==> config.mk <==
export PLATFORM = sky130hd
export DESIGN_NAME = lpm_period_capture
export DESIGN_NICKNAME = d
export VERILOG_FILES = /design/src/rtl/lpm_period_capture.sv
export SDC_FILE = /design/constraint.sdc
export NUM_CORES = 1
export LEC_CHECK = 0
export ABC_CLOCK_PERIOD_IN_PS = 2800
export CAP_MARGIN = 5
export CORE_UTILIZATION = 30
export DETAILED_ROUTE_END_ITERATION = 8
export PLACE_DENSITY_LB_ADDON = 0.2
export SETUP_SLACK_MARGIN = 0.4
export SLEW_MARGIN = 20
export SYNTH_ARGS = -nofsm -noshare
export SYNTH_HDL_FRONTEND = slang
export SYNTH_SLANG_ARGS = --single-unit
==> constraint.sdc <==
create_clock -name clock -period 2.8 [get_ports clock]
set_input_delay 0.42 -clock clock [delete_from_list [all_inputs] [get_ports clock]]
set_output_delay 0.42 -clock clock [all_outputs]
set_load 0.1 [all_outputs]
==> src/rtl/lpm_period_capture.sv <==
// Period / high-width capture: synchronizes sig_in, then counts clk_en-qualified
// cycles from a rising edge to the terminating edge and holds the result until consumed.
module lpm_period_capture #(
    parameter int unsigned lpm_width       = 16,
    parameter int unsigned lpm_sync_stages = 2
) (
    input  logic                 clock,
    input  logic                 aclr_n,
    input  logic                 sig_in,
    input  logic                 clk_en,
    input  logic                 start,
    input  logic                 mode,
    input  logic                 rd_ack,
    output logic [lpm_width-1:0] q,
    output logic                 valid,
    output logic                 busy,
    output logic                 overflow
);

    localparam int unsigned W = lpm_width;
    localparam int unsigned S = lpm_sync_stages;

    typedef enum logic [1:0] {IDLE, ARM, MEASURE, DONE} state_t;

    state_t         state, state_nx;
    logic [S-1:0]   sync_ff;
    logic           hist;
    logic           rise, fall, term;
    logic [W-1:0]   cnt, cnt_nx, cnt_inc, q_nx;
    logic           sat, sat_nx, sat_step;
    logic           valid_nx, ovf_nx, busy_nx;
    logic           mode_r, mode_nx;

    // Synchronizer chain plus history flop for edge detection
    always_ff @(posedge clock or negedge aclr_n) begin
        if (!aclr_n) begin
            sync_ff <= '0;
            hist    <= 1'b0;
        end else begin
            sync_ff <= {sync_ff[S-2:0], sig_in};
            hist    <= sync_ff[S-1];
        end
    end

    assign rise = sync_ff[S-1] & ~hist;
    assign fall = ~sync_ff[S-1] & hist;

    always_ff @(posedge clock or negedge aclr_n) begin
        if (!aclr_n) begin
            state    <= IDLE;
            cnt      <= '0;
            sat      <= 1'b0;
            q        <= '0;
            valid    <= 1'b0;
            overflow <= 1'b0;
            busy     <= 1'b0;
            mode_r   <= 1'b0;
        end else begin
            state    <= state_nx;
            cnt      <= cnt_nx;
            sat      <= sat_nx;
            q        <= q_nx;
            valid    <= valid_nx;
            overflow <= ovf_nx;
            busy     <= busy_nx;
            mode_r   <= mode_nx;
        end
    end

    // Saturating increment; an attempt at all-ones marks the measurement as overflowed
    always_comb begin
        cnt_inc  = (clk_en && !(&cnt)) ? cnt + W'(1) : cnt;
        sat_step = sat | (clk_en & (&cnt));
        term     = mode_r ? fall : rise;

        state_nx = state;
        cnt_nx   = cnt;
        sat_nx   = sat;
        q_nx     = q;
        valid_nx = valid;
        ovf_nx   = overflow;
        mode_nx  = mode_r;

        case (state)
            IDLE, DONE: begin
                if (start) begin
                    state_nx = ARM;
                    mode_nx  = mode;
                    valid_nx = 1'b0;
                    ovf_nx   = 1'b0;
                end else if (state == DONE && rd_ack) begin
                    state_nx = IDLE;
                    valid_nx = 1'b0;
                end
            end
            ARM: begin
                if (rise) begin
                    state_nx = MEASURE;
                    cnt_nx   = '0;
                    sat_nx   = 1'b0;
                end
            end
            MEASURE: begin
                cnt_nx = cnt_inc;
                sat_nx = sat_step;
                if (term) begin
                    state_nx = DONE;
                    q_nx     = cnt_inc;
                    valid_nx = 1'b1;
                    ovf_nx   = sat_step;
                end
            end
            default: state_nx = IDLE;
        endcase

        busy_nx = (state_nx == ARM) || (state_nx == MEASURE);
    end

endmodule

### Word level (Yosys, flattened, before mapping)

Index checks and enable logic that the tools add are counted.

* register bits after elaboration: 42
* input port bits: 7
* output and inout port bits: 19
* word-level logic and storage cells: 58

* add/sub/neg operators: 1
* equal/unequal tests: 9
* muxes and demuxes: 18
* bitwise operators: 6
* reduce and logical (&&, ||, !) cells: 14

Operator list (number)
* $mux 16: 2
* $pmux 16 s2: 1
* $add 16x1->16 const B: 1
* $reduce_and 16->1: 1
* $mux 2: 4
* $mux 1: 7
* $eq 2x2->1 const B: 3
* $ne 2x2->1 const B: 3
* $pmux 1 s2: 3
* $pmux 2 s3: 1
* $reduce_and 2->1: 3
* $reduce_and 3->1: 2
* $eq 2x1->1 const B: 2
* $reduce_bool 2->1: 2
* $and 1x1->1: 3
* $ne 3x3->1 const B: 1
* $logic_and 1x1->1: 2
* $logic_not 2->1: 1
* $not 1->1: 2
* $reduce_or 2->1: 1
* $logic_not 1->1: 1
* $logic_or 1x1->1: 1
* $or 1x1->1: 1

### Depth between registers and ports, before layout

Gate-level depths: netlist of the first run.

* depth in word-level cells: 7
* mapped depth: 8
* mapped depth without buffers: 7

### Least setup slack after synthesis of the first run

No wires, ideal clock.

* kind: flip-flop to flip-flop
* start point: reg state[0]
* end point: reg cnt[10]
* setup time: 0.082 ns
* arrival time: 1.727 ns
* required time: 2.718 ns
* setup slack: 0.991 ns
* stages on the path, launching flop included: 8
* buffers on the path: 2
* clock period less this slack: 1.809 ns
* cells stage by stage: dfrtp_1 inv_1 ha_1 clkbuf_1 a21boi_1 clkbuf_1 o21ai_0 a31oi_1

* longest elaborated chain between the ends: 3
* elaborated cells on any way between the ends: 6
* those cells by class: eq/ne: 3; mux: 1; reduce/logical: 2

RTL lines
* start, declared: line 25 `state_t state, state_nx;`
* start signal, assigned: line 59 `state <= state_nx;`
* $eq 2x1->1 or $eq 2x2->1 (tied branches): line 84 `case (state)`
* $ne 2x2->1 (no source line) or $reduce_bool 2->1 (tied branches)
* $reduce_and 2->1 (no source line)
* end signal, assigned: line 60 `cnt <= cnt_nx;`
* end, declared: line 29 `logic [W-1:0] cnt, cnt_nx, cnt_inc, q_nx;`

Parallel ways exist; a longest one is shown, timed or not.
A chain may end at the register's enable or synchronous reset.

### Worst setup path after layout of the first run

* start point: reg cnt[0]
* end point: reg q[10]

* longest elaborated chain between the ends: 4
* elaborated cells on any way between the ends: 5
* those cells by class: add/sub: 1; mux: 1; reduce/logical: 3

RTL lines
* parallel branches: the longest is 3 deep, another holds $add 16x1->16
* $mux 16 *: line 72 `cnt_inc = (clk_en && !(&cnt)) ? cnt + W'(1) : cnt;`
* end signal, assigned: line 62 `q <= q_nx;`
* end, declared: line 14 `output logic [lpm_width-1:0] q,`

Every way passes the cells marked *.

==> results of run 1 <==
==> cell families (layout without fill, tap and decap cells) <==
family	after synthesis	count (layout)	synth area share
xor gates and xnor gates	12	12	0.04638
adders and majority gates	5	5	0.02761
DFF	42	42	0.4638
AOI/OAI and AO/OA	73	73	0.2049
muxes	5	5	0.02595
buffers and inverters	24	43	0.05577
and+or+nand+nor	73	73	0.1756
==> cell usage in the layout, fill, tap and decap left out, types with 4 or more instances in the layout <==
master,count
a21oi_1,16
a31oi_1,12
a41oi_1,4
and4_1,5
buf_4,23
clkbuf_8,6
clkdlybuf4s50_1,5
dfrtp_1,42
ha_1,5
inv_1,7
nand2_1,29
nand2b_1,5
nand3_1,6
nand4_1,7
nor2_1,10
o21ai_0,21
xnor2_1,6
xor2_1,6
==> sequential cells by signal, indices dropped and copies added (netlist names) <==
register,count
overflow,1
state,2
busy,1
valid,1
q,16
sync_ff,2
cnt,16
hist,1
mode_r,1
sat,1
==> Yosys cell counts (6+ instances only) <==
cell type | n | area share
xor2_1 | 6 | 0.023
dfrtp_1 | 42 | 0.46
a31oi_1 | 12 | 0.033
nor2_1 | 10 | 0.017
inv_1 | 7 | 0.012
nand4_1 | 7 | 0.019
xnor2_1 | 6 | 0.023
a21oi_1 | 16 | 0.035
clkbuf_1 | 8 | 0.013
nand3_1 | 6 | 0.013
nand2_1 | 29 | 0.048
o21ai_0 | 21 | 0.046
==> power by group <==
group / internal [mW] / total, mW / leakage (nW) / switching (mW)
Clock: 0.199 / 0.412 / 0.0482 / 0.212
Combinational: 0.304 / 1.32 / 0.486 / 1.02
Sequential: 0.739 / 0.824 / 0.551 / 0.0846
Total: 1.24 / 2.56 / 1.09 / 1.32
==> metal layers <==
| layer | track usage | vias to the layer above |
|---|---|---|
| li1 | - | 883 |
| met2 | 0.1986 | 32 |
| met4 | 0.05132 | 0 |
| met5 | 0 | - |
| met1 | 0.1926 | 834 |
| met3 | 0.02955 | 5 |
==> worst register-to-register path, stage by stage, from the launching register on <==
cell     delay, ns
dfrtp_1       0.43
ha_1          0.41
nand4_1       0.33
a211o_2       0.44
nor2_1        0.16
xnor2_1       0.13
o21ai_0       0.08
==> worst paths after layout <==
kind	from	end	slack (ns)
worst max-delay path	cnt[0]$_DFFE_PN0P_	q[10]$_DFFE_PN0P_	0.70
worst min-delay path	aclr_n	overflow$_DFFE_PN0P_	0.11
worst max register to register	cnt[0]$_DFFE_PN0P_	q[10]$_DFFE_PN0P_	0.70
worst min register to register	sync_ff[0]$_DFF_PN0_	sync_ff[1]$_DFF_PN0_	0.35
max in group asynchronous	aclr_n	q[13]$_DFFE_PN0P_	2.33
min in group clock	sync_ff[0]$_DFF_PN0_	sync_ff[1]$_DFF_PN0_	0.35
==> cell type report <==
| cell class | instances | share of cell area |
|---|---|---|
| Tap cell | 99 | 0.04750 |
| Clock buffer | 7 | 0.03311 |
| Inverter | 7 | 0.01008 |
| Clock inverter | 1 | 0.001919 |
| Sequential cell | 42 | 0.4031 |
| Multi-Input combinational cell | 168 | 0.4189 |
| Timing Repair Buffer | 28 | 0.08541 |
==> results by stage, run 1 <==
Critical path:
- For this run, the slowest stage of the critical path takes approximately 0.44 ns.
- Broken down by cell family, the worst path's largest delay share belongs to compound AO/OA/AOI/OAI gates.
- The arrival time at the worst endpoint is 2.27 ns.
- The number of buffers and inverters on the critical path is 0.
- The largest fanout on the critical path is 9.
- In this run the number of cells on the critical path is 6.
- The kind of capture point of the worst setup path is a register.
- The critical path goes through ha_1 > nand4_1 > a211o_2 > nor2_1 > xnor2_1 > o21ai_0.
- The critical path is of the reg2reg type.
- The startpoint kind of the worst setup timing path is a register.
- For the worst setup path, the data required time is about 3 ns.
- The slowest stage cell on the critical path is a211o_2.
- The cell depth of the worst flop-to-flop path is 6.

STA:
- The final setup violation count is 0.
- The share of the clock period used by the worst path after layout is 0.7504.
- The final worst slack is 0.6989 ns.
- The time the final worst path needs with I/O delays and setup is between 2 and 2.5 ns.
- The worst slew slack as a fraction of its limit is 0.6431.
- The count of endpoints failing hold in the final timing report came to 0.
- For the final routed database, the setup TNS stands at 0 ns.
- The achievable frequency is 475.9 MHz.
- Setup repair after global routing left no endpoint under its margin.
- The slew of the pin with the lowest slew margin is ~0.54 ns.
- The clock arrives with about 0.0043 ns of skew.
- The max-slew violation count is 0.
- Across all hold checks on the routed design, the worst slack comes to around 0.11 ns.

Global routing:
- Across every metal layer, demand over resource in global routing totals 0.1348.
- The first global-routing pass estimated slightly above 8000 um of wire.
- The via count of the first global-routing pass is roughly 1700.
- The number of antenna violations at the first check in global routing is 0.
- The largest net degree at the start of global routing is 43.
- Global routing finished with a remaining overflow of 0.

Die:
- The die covers slightly below 8000 um^2.
- The starting utilization of the core area is 0.3107.
- The die height is about 90 um.
- From left edge to right edge, the die measures between 80 and 90 um.
- The site row count is 31.
- Pin placement for this block handled 26 I/O pins.
- In this run the standard cell core region covers between 7000 and 8000 um^2.

CTS:
- The buffers inserted during post-CTS setup optimization is 0.
- Clock latency on the worst-skew pair, taken at its later pin, is roughly 0.30 ns.
- The clock tree from TritonCTS is done.
- Clock tree synthesis inserted a total of 5 buffers.
- The longest clock path from root to sink contains 2 buffers.
- The root buffer cell is clkbuf_8.
- Post-CTS repair changed the size of 0 cells.
- The number of hold buffers added after CTS was 0.
- After clock tree synthesis, the clock-pin slew on the worst setup and hold paths is about 0.08 ns.
- In this run the number of H-tree levels came out at 2.
- The number of sinks driven by the clock tree is 42.

Status:
- The run finished with clean final reports.

Drt:
- The wire length on met3 is 125 um.
- In the final routed layout, each cell accounts on average for 13.57 um.
- The highest layer used for signal routing is met4.
- The count of nets left with antenna violations once routing finished came out at 0.
- The detailed router finished its first iteration with between 100 and 150 violations.
- The mean number of vias per cell is between 4 and 5.
- Summed over all layers, the routed wires come to ~4800 um.
- The first detailed-routing pass ran for 4 iterations.
- Summed over all nets, wire length on met2 after detailed routing comes to 2051 um.
- The count of vias placed by the detailed router is about 1800.
- The number of remaining DRC errors is 0.
- The detailed router put a total of about 2500 um of wire on met1.

Layout:
- After routing the design area is ~2600 um^2.
- The final standard cell count with taps included and fillers excluded is around 350.
- The utilization of the core after routing is 0.3576.
- For this run, the post-layout net count is 264.
- The multi-input combinational cells in the finished layout cover a total of approximately 1100 um^2.
- The area growth from synthesis to layout is 15.07%.
- The proportion of layout cells with a drive suffix above 1 is 0.1700.
- The area occupied by registers is about 1100 um^2.
- The repair_antennas step left the layout with diodes totalling 0.
- The number of fill cells is approximately 800.

Place:
- After detailed placement, the design holds a cell count of 344.
- OpenSTA, run right after detailed placement, puts the worst setup slack at slightly above 0.5 ns.
- The placed instances occupy a cell area of between 2000 and 3000 um^2.
- The half-perimeter wire length after placement is approximately 3200 um.
- Routability-driven placement finished with a final weighted congestion of 0.7558.
- The count of input and output buffers is 25.

Logic synthesis:
- Synthesis handed over a netlist of ~230 instances.
- Each instance of the synthesized netlist takes up on average approximately 9.7 um^2.
- Synthesis produced a netlist with a net count of around 250.
- Among all flip-flop cells after synthesis, the most frequent one is dfrtp_1.
- The number of register bits inferred by synthesis is between 40 and 50.
- The number of different library cells used by synthesis comes to 47.
- The number of warnings reported in the yosys synthesis log is 0.
- For this run, asynchronously set or reset flops after synthesis account for 1.000.
- For this run, the register share of the synthesized area comes to 0.4638.
- The post-synthesis instance area is between 2000 and 2500 um^2.
- In this run, synthesis inferred 0 flip-flops with an integrated enable.

Job:
- Across the run, the number of max-cap violations was 0.

Power:
- The completed layout was analyzed and its total power is 2.559 mW.
- The highest ir drop seen on vdd is 229.6 uV.
- The leakage dissipation is 1.085 nW.
- For this design the ratio of total power to cell area is a little under 1000 nW/um^2.

Worst hold path:
- The type of the tightest min-delay check is in2async.
No activity file was read; power rests on OpenSTA's default activity.
==> run 2: changes to the inputs <==
Settings changed: ABC_CLOCK_PERIOD_IN_PS 2800 to 2000.
Clock period 2.8 ns to 2 ns, I/O delays scaled along.
==> run 2 against run 1 <==
Against the previous run: register-to-register slack got worse by 0.36 ns; combinational power up 69%; routed wire length rose by 25%; non-clock buffer count grew 55.
==> results by stage, run 2 (synthesis results as in run 1) <==
Layout:
- The largest registers in the layout are cnt (16), q (16).
- The library cells used most frequently in the layout, excluding fill and tap cells, are buf_4 (64), dfrtp_1 (41), nand2_1 (27).
- The utilization of the core after routing is 0.4554.
- The most common cell after layout, fill and taps aside is buf_4.
- The area growth from synthesis to layout is 46.55%.
- The proportion of layout cells with a drive suffix above 1 is 0.4253.
- The final layout contains approximately 320 nets.
- The summed area of non-filler cells in the final layout is between 3000 and 4000 um^2.
- The number of antenna repair diodes is 0.

STA:
- Setup repair after global routing could not meet its margin everywhere.
- Static timing analysis puts the maximum clock frequency at 603.4 MHz.
- The clock tree skew after final layout is 0.007958 ns.
- The count of endpoints failing hold in the final timing report is 0.
- The slew of the pin with the lowest slew margin is 0.5424 ns.
- The time the final worst path needs with I/O delays and setup is around 1.7 ns.
- The final setup violation count is 0.
- The total negative slack for setup checks is 0 ns.
- Dividing the final minimum period by the clock period gives 0.8286.
- In this run the tightest slew margin relative to its limit is 0.6384.
- The final worst slack is roughly 0.34 ns.
- On the final layout, the worst hold slack is around 0.068 ns.
- The max-slew violation count is 0.

Place:
- The half-perimeter wire length after placement is 3590 um.
- The placed instances occupy a cell area of between 2000 and 3000 um^2.
- At the placement stage, the worst setup path has a slack of -0.1501 ns.
- Port buffering added 25 buffers.
- Routability-driven placement finished with a final weighted congestion of approximately 0.77.

Global routing:
- After global routing the overflow that remains totals 0.
- Across every metal layer, demand over resource in global routing totals 0.1469.
- The global-route wire length before repair is just under 9000 um.
- Entering global routing, the biggest net connects 43 pins.
- The via count of the first global-routing pass came to around 1800.
- The number of antenna violations at the first check in global routing is 0.

Drt:
- For this run, the detailed router's first-pass iteration total came to 4.
- The count of vias placed by the detailed router is just over 2000.
- The number of nets with antenna violations after detailed routing is 0.
- The first routing iteration left ~160 violations.
- The final wirelength is around 6000 um.
- The average wire per cell in the routed design is 14.71 um.
- The number of remaining DRC errors is 0.
- After detailed routing, the number of vias per cell comes to approximately 5.0.

Status:
- The run finished with clean final reports.

CTS:
- The maximum buffer depth of the clock tree is 2.
- The number of H-tree levels is 2.
- The number of sinks driven by the clock tree is 42.
- The clock tree from TritonCTS is done.
- The source-to-sink clock delay at the later pin of the worst-skew pair is roughly 0.3 ns.
- The clock transition at the register clock pins on the worst setup and hold paths after CTS is about 0.080 ns.
- Clock tree synthesis inserted a total of 5 buffers.
- The root buffer cell is clkbuf_8.

Critical path:
- Data arrives at the worst endpoint at 1.86 ns.
- The worst setup path is launched from a register.
- The critical setup path kind is reg2reg.
- The kind of capture point of the worst setup path is a register.
- The data required time at the worst endpoint is 2.21 ns.
- Setup slack on the worst reg-to-reg path comes out at roughly 0.34 ns.
- The slowest stage cell on the critical path is dfrtp_1.
- Walking the worst path, the cells encountered are buf_4 > nand4_1 > buf_6 > a211o_4 > buf_4 > nor2_1 > nor2_1 > a31oi_1.
- For the worst flop-to-flop path, the logic depth is 8.
- On the worst path, the slowest cell contributes a delay of around 0.38 ns.
- The largest fanout on the critical path is 5.

Die:
- For this design the top-level I/O count stands at 26.
- For this configuration, the core starts out at a cell density of 0.3107.
- The area of the core is about 7300 um^2.
- The site row count is 31.
- The die covers about 7900 um^2.
- The x dimension of the die is a little under 90 um.
- The die height is about 89 um.

Power:
- The power share of the combinational group is 0.562.
- The highest ir drop seen on vdd is approximately 440 uV.
- Of the total power, the share spent switching nets is 0.4987.
- The reported net switching power is 1.980 mW.
- The internal power of the cells is 1.990 mW.
- The leakage dissipation is 1.419 nW.
- The proportion of power drawn by the clock network is 0.147.
- The part of the power in registers is 0.291.
- The power density over cell area is approximately 1200 nW/um^2.

Job:
- The number of maximum-capacitance violations is 0.

Worst hold path:
- The type of the tightest min-delay check is in2async.
-- run 2: worst paths after layout --
check                                      from                    to
setup reg to reg             cnt[6]$_DFFE_PN0P_    cnt[8]$_DFFE_PN0P_
hold reg to reg            sync_ff[0]$_DFF_PN0_  sync_ff[1]$_DFF_PN0_
min in group clock         sync_ff[0]$_DFF_PN0_  sync_ff[1]$_DFF_PN0_
hold / removal                           aclr_n     q[14]$_DFFE_PN0P_
max in group asynchronous                aclr_n    state[1]$_DFF_PN0_
setup / recovery             cnt[6]$_DFFE_PN0P_    cnt[8]$_DFFE_PN0P_
-- run 2: final cells by class --
| type | instances | area (um^2) |
|---|---|---|
| clock buffers | 7 | 86.33 |
| clock inverters | 1 | 5.005 |
| fillers | 723 | 3971 |
| inverters | 7 | 26.28 |
| multi-input cells | 168 | 1287 |
| flip-flops and latches | 42 | 1052 |
| well taps | 99 | 123.9 |
| repair buffers | 83 | 739.5 |
-- run 2: per-layer routing --
metal | vias up | track usage | share of wire
met5 | - | 0 | 0
met1 | 973 | 0.2087 | 0.48
met4 | 0 | 0.03959 | 0.0097
li1 | 993 | - | -
met2 | 43 | 0.2273 | 0.47
met3 | 6 | 0.03047 | 0.041
-- run 2: per-stage QoR --
stage | std cells | power [mW]
floorplan | 234 | 2.654
global placement | 366 | 3.111
detailed placement | 366 | 3.123
CTS | 388 | 3.826
global route | 407 | 4.197
finish | 407 | 3.970
-- run 2: critical path, delay by kind of cell (launching register included) --
kind                   cells  cell delay (ns)
AOI/OAI and AO/OA          2             0.51
buffers and inverters      3             0.43
DFF                        1             0.38
and+or+nand+nor            3             0.24
-- run 2: power groups by stage --
stage	logic [mW]	registers (mW)	clock network (mW)
floorplan	0.509	2.15	0
global placement	1.95	1.16	0
detailed placement	1.96	1.17	0
CTS	2.07	1.15	0.604
global route	2.36	1.19	0.648
finish	2.23	1.15	0.585
-- run 2: what timing repair did --
| action | in CTS | in global routing |
|---|---|---|
| buffers inserted | 14 | 15 |
| endpoints found under the setup margin | 35 | 30 |
| resized for setup | 20 | 39 |
| gates cloned | 0 | 4 |
| pin swaps | 7 | 19 |
| hold buffers | 0 | 0 |
